**config.mk**
```make
export PLATFORM = sky130hd
export DESIGN_NAME = coef_loader
export DESIGN_NICKNAME = d
export VERILOG_FILES = /design/src/rtl/coef_pkg.sv /design/src/rtl/coef_ram.sv /design/src/rtl/coef_loader.sv
export SDC_FILE = /design/constraint.sdc
export NUM_CORES = 1
export LEC_CHECK = 0
export CAP_MARGIN = 20
export CORE_MARGIN = 2
export CORE_UTILIZATION = 38
export DETAILED_ROUTE_END_ITERATION = 12
export HOLD_SLACK_MARGIN = 0.08
export SYNTH_ARGS = -nofsm -noshare
export SYNTH_HDL_FRONTEND = slang
export SYNTH_SLANG_ARGS = --single-unit
```
**constraint.sdc**
```tcl
create_clock -name clk -period 5.9 [get_ports clk]
set_clock_uncertainty 0.1 [all_clocks]
set_input_delay 1.18 -clock clk [delete_from_list [all_inputs] [get_ports clk]]
set_output_delay 1.18 -clock clk [all_outputs]
set_load 0.005 [all_outputs]
```
**src/rtl/coef_pkg.sv**
```systemverilog
// Shared constants and FSM encoding for the coefficient loader.
// Imported by the loader top and its RAM.
package coef_pkg;

  localparam logic [7:0] SYNC_BYTE = 8'hA5;
  localparam int WORD_W_DEF = 16;

  typedef enum logic [2:0] {
    S_IDLE,
    S_LEN,
    S_LO,
    S_HI,
    S_CHK
  } state_t;

endpackage

```
**src/rtl/coef_ram.sv**
```systemverilog
// Simple dual-port coefficient bank.
// One write port, registered read-first read port.
module coef_ram
  import coef_pkg::*;
#(
  parameter int WORD_W = WORD_W_DEF,
  parameter int DEPTH  = 64,
  parameter int ADDR_W = $clog2(DEPTH)
) (
  input  logic              clk,
  input  logic              we,
  input  logic [ADDR_W-1:0] waddr,
  input  logic [WORD_W-1:0] wdata,
  input  logic [ADDR_W-1:0] raddr,
  output logic [WORD_W-1:0] rdata
);

  logic [WORD_W-1:0] mem [DEPTH];

  always_ff @(posedge clk) begin
    if (we) mem[waddr] <= wdata;
    rdata <= mem[raddr];
  end

endmodule

```
**src/rtl/coef_loader.sv**
```systemverilog
// Framed byte-stream coefficient loader: validates SYNC/LEN/CHK framing
// and commits 16-bit words into the on-chip bank.
module coef_loader
  import coef_pkg::*;
#(
  parameter int WORD_W = WORD_W_DEF,
  parameter int DEPTH  = 64,
  parameter int ADDR_W = $clog2(DEPTH)
) (
  input  logic              clk,
  input  logic              rst,
  input  logic [7:0]        s_data,
  input  logic              s_valid,
  output logic              s_ready,
  input  logic [ADDR_W-1:0] rd_addr,
  output logic [WORD_W-1:0] rd_data,
  output logic              loaded,
  output logic [ADDR_W:0]   word_count,
  output logic              frame_err
);

  localparam logic [8:0] LEN_MAX = 9'(DEPTH);

  state_t            state;
  logic              rdy;
  logic              take;
  logic [7:0]        len;
  logic [7:0]        acc;
  logic [7:0]        lo;
  logic [ADDR_W:0]   widx;
  logic [ADDR_W:0]   widx_n;
  logic              we;
  logic [WORD_W-1:0] ram_q;
  logic              rd_ok;

  assign s_ready = rdy;
  assign take    = s_valid && rdy;
  assign widx_n  = widx + 1'b1;
  assign we      = take && (state == S_HI);

  coef_ram #(
    .WORD_W (WORD_W),
    .DEPTH  (DEPTH),
    .ADDR_W (ADDR_W)
  ) u_ram (
    .clk   (clk),
    .we    (we),
    .waddr (widx[ADDR_W-1:0]),
    .wdata (WORD_W'({s_data, lo})),
    .raddr (rd_addr),
    .rdata (ram_q)
  );

  // Range flag is registered alongside the RAM read so the clamp lines up.
  assign rd_data = rd_ok ? ram_q : '0;

  always_ff @(posedge clk) begin
    if (rst) begin
      state      <= S_IDLE;
      rdy        <= 1'b0;
      loaded     <= 1'b0;
      word_count <= '0;
      frame_err  <= 1'b0;
      len        <= '0;
      acc        <= '0;
      lo         <= '0;
      widx       <= '0;
      rd_ok      <= 1'b0;
    end else begin
      rdy       <= 1'b1;
      frame_err <= 1'b0;
      rd_ok     <= {1'b0, rd_addr} < word_count;
      if (take) begin
        unique case (state)
          S_IDLE: begin
            if (s_data == SYNC_BYTE) begin
              loaded <= 1'b0;
              state  <= S_LEN;
            end
          end
          S_LEN: begin
            if (s_data == 8'd0 || {1'b0, s_data} > LEN_MAX) begin
              frame_err <= 1'b1;
              state     <= S_IDLE;
            end else begin
              len   <= s_data;
              acc   <= s_data;
              widx  <= '0;
              state <= S_LO;
            end
          end
          S_LO: begin
            lo    <= s_data;
            acc   <= acc ^ s_data;
            state <= S_HI;
          end
          S_HI: begin
            acc   <= acc ^ s_data;
            widx  <= widx_n;
            state <= (8'(widx_n) == len) ? S_CHK : S_LO;
          end
          S_CHK: begin
            if (s_data == acc) begin
              loaded     <= 1'b1;
              word_count <= widx;
            end else begin
              frame_err <= 1'b1;
            end
            state <= S_IDLE;
          end
          default: state <= S_IDLE;
        endcase
      end
    end
  end

endmodule

```
==> reports/metrics.yaml <==
pwr:
  p_seq_share_pct: 54.3
  pwr-share-comb_pct: 3.5
  p_leak_uw: 0.01658
  p_sw_uw: 3222
  p_per_area_mw_per_mm2: 320.8
  switching_share_pct: 20.84
  clkPwrFrac_pct: 42.2
  irDropWorstVdd_mv: 0.2417
  p_int_uw: 12240
clock_network:
  cts_tree: "yes"
  htree_levels: 3
  insertion_delay_ns: 0.71
  cts_hold_buffers: 0
  cts.sinks: 1085
  cts_made_buffers: 109
  post_cts_resized: 0
  cts_root_buf: "clkbuf_16"
  cts.path.max_buffers: 3
  path_clk_slew_ns: 0.06
  post_cts_buffers: 0
worst_setup_path:
  worstSetupStartpointType: "input pin"
  path_buf_inv: 2
  path_depth: 6
  cp_max_fo: 15
  crit_arrival_ns: 4.74
  critPathMaxStageDelay_ns: 0.89
  slowest_stage: "nand3_1"
  end_kind: "flip-flop"
  worstSetupPathType: "input pin to flip-flop"
  critical-path-top-delay-family: "simple AND/OR/NAND/NOR gates"
  timing.critical_path.cells: "clkdlybuf4s50_1 > nand2_1 > nor3_2 > nand3_1 > nor2_1 > buf_4"
  ff2ff_path_depth: 5
  required_ns: 6.18
synth:
  synth.distinct_cells: 60
  synth_warnings: 0
  synth_seq_area_share_pct: 75.71
  synth_nets: 2087
  ys_ff_latch: 1085
  async_reset_ff_share_pct: 0
  avgSynthCellArea_um2: 20.46
  synth_top_flop_cell: "edfxtp_1"
  synth_area_mm2: 0.04223
  synth_edf_count: 1024
  netlist_instances: 2064
place:
  port_buffers: 42
  pre_cts_slack_ns: 0.7782
  dp_hpwl_um: 62850
  place.gp.congestion: 0.8860
timing:
  finalCritPeriodShare_pct: 75.55
  setup_violations: 0
  final_max_slew_viol_count: 0
  fin_setup_tns_ns: 0
  post-route-min-period_ns: 4.457
  rsz0062_at_grt: "no"
  worstMarginPinSlew_ns: 1.189
  maxSlewHeadroom_pct: 20.48
  setup_slack_ns: 1.443
  max_freq_mhz: 224.3
  hold_viol: 0
drt:
  drc: 0
  wl_per_cell_um: 27.77
  ant_nets: 0
  wl_um: 105100
  drtPass1Iterations: 5
  post_drt_via_cell_ratio: 5.521
  vias: 20900
  drt_iter0_drc: 2303
die:
  die_width_um: 337.4
  die_y_um: 337.4
  start_util_pct: 38.21
  core-area_mm2: 0.1105
  die_area_mm2: 0.1138
  io_pins: 43
  rows: 122
global_routing:
  grt_max_degree: 95
  grt_overflow_total: 0
  grt_pass1_vias: 21180
  antenna_found_initial: 6
  grt_pass1_wl_um: 152100
  grt_use_total_pct: 18.61
worst_hold_path:
  worst_hold_path_type: "flip-flop to flip-flop"
  min_path_cells: 1
layout:
  antennaDiodeCount: 0
  drive_gt1_share_pct: 24.19
  fill_cells: 9450
  final_cell_mix: "edfxtp_1 (1024), mux4_2 (228), mux2i_1 (116)"
  layout_commonest_cell: "edfxtp_1"
  synthToLayoutAreaGrowth_pct: 14.10
  nNetsFinal: 2230
run_status:
  status: "finished clean"
job:
  cap_violations: 0
## metrics by stage
step,instance area [um2],hold WS [ns],cells,power (uW),util [%]
after floorplan,42230,0.3545,2064,8856,-
after global placement,44790,0.3668,3583,9093,40.53
after detailed placement,44790,0.3790,3583,9100,40.53
after CTS,48180,0.3867,3785,15600,43.59
after global routing,48180,0.4071,3786,15920,43.60
final,48180,0.3862,3786,15460,43.60
## power groups by stage
stage	clock [uW]	sequential, uW	combinational [uW]
detailed placement	0	8550	552
floorplan	0	8530	323
CTS	6660	8380	553
global placement	0	8550	545
finish	6520	8390	546
global route	6960	8380	581
## final timing paths
path / from / end / slack (ns)
hold reg to reg: len[7] / len[7] / 0.39
setup reg to reg: s_ready / u_ram.mem[1][7] / 2.09
setup / recovery: s_valid / u_ram.mem[1][7] / 1.44
hold / removal: len[7] / len[7] / 0.39
## flip-flops by register name, indices dropped and copies added, names as in the netlist
name         cells
u_ram.mem     1024
loaded           1
u_ram.rdata     16
acc              8
s_ready          1
state            3
frame_err        1
lo               8
word_count       7
len              8
rd_ok            1
widx             7
## Yosys cell counts (4+ instances only)
master	n	area, um2
o21ai_0	11	55.05
nand3_1	20	100.1
mux2i_1	116	1161
nor2_1	107	401.6
o22ai_1	12	75.07
xor2_1	13	113.9
or3_1	4	25.02
nor2b_1	22	137.6
nor4_1	4	25.02
a31oi_1	8	50.05
buf_1	11	41.29
clkbuf_1	36	135.1
a221oi_1	10	87.58
a211oi_1	7	52.55
nor3_1	14	70.07
mux4_2	228	5135
nand2b_1	10	62.56
buf_2	42	210.2
nand2_1	59	221.5
buf_4	22	165.2
nand4_1	4	25.02
o211ai_1	10	75.07
edfxtp_1	1024	30750
o211a_1	4	40.04
a21oi_1	7	35.03
mux2_2	46	518.0
and2_1	19	118.9
o2111ai_1	5	43.79
o221a_1	7	78.83
ha_1	6	75.07
xnor2_1	4	35.03
nor3_2	4	40.04
a311oi_1	8	70.07
a22oi_1	45	337.8
dfxtp_1	61	1221
a32oi_1	6	52.55
o32ai_1	4	35.03
a31o_2	4	35.03
inv_1	6	22.52
## layer usage
| layer | wire length, um | share of wire, % | track usage [%] | vias up |
|---|---|---|---|---|
| met1 | 43590 | 41 | 25.66 | 11060 |
| met3 | 7509 | 7.1 | 3.287 | 171 |
| li1 | - | - | - | 8811 |
| met2 | 51080 | 49 | 30.32 | 856 |
| met4 | 2904 | 2.8 | 5.551 | 6 |
| met5 | 44 | 0.042 | 0 | - |
## cell families after synthesis
kind of cell	after synthesis	share of synthesized area, %
AO/OA/AOI/OAI	165	3.076
XOR/XNOR	17	0.3526
adder cells (fa/ha/maj)	6	0.1778
buffers and inverters	121	1.402
flip-flops	1085	75.71
multiplexers	390	16.14
AND/OR/NAND/NOR	280	3.144
## layout make-up
| cell class | count | area, um2 | area share (%) |
|---|---|---|---|
| clock buffers | 139 | 2872 | 5.960 |
| inverters | 8 | 30.03 | 0.06232 |
| multi-input cells | 858 | 9669 | 20.07 |
| well taps | 1488 | 1862 | 3.864 |
| repair buffers | 145 | 1241 | 2.576 |
| flip-flops and latches | 1085 | 32000 | 66.41 |
| clock inverters | 63 | 513.0 | 1.065 |
(Power assumes the default switching activity.)
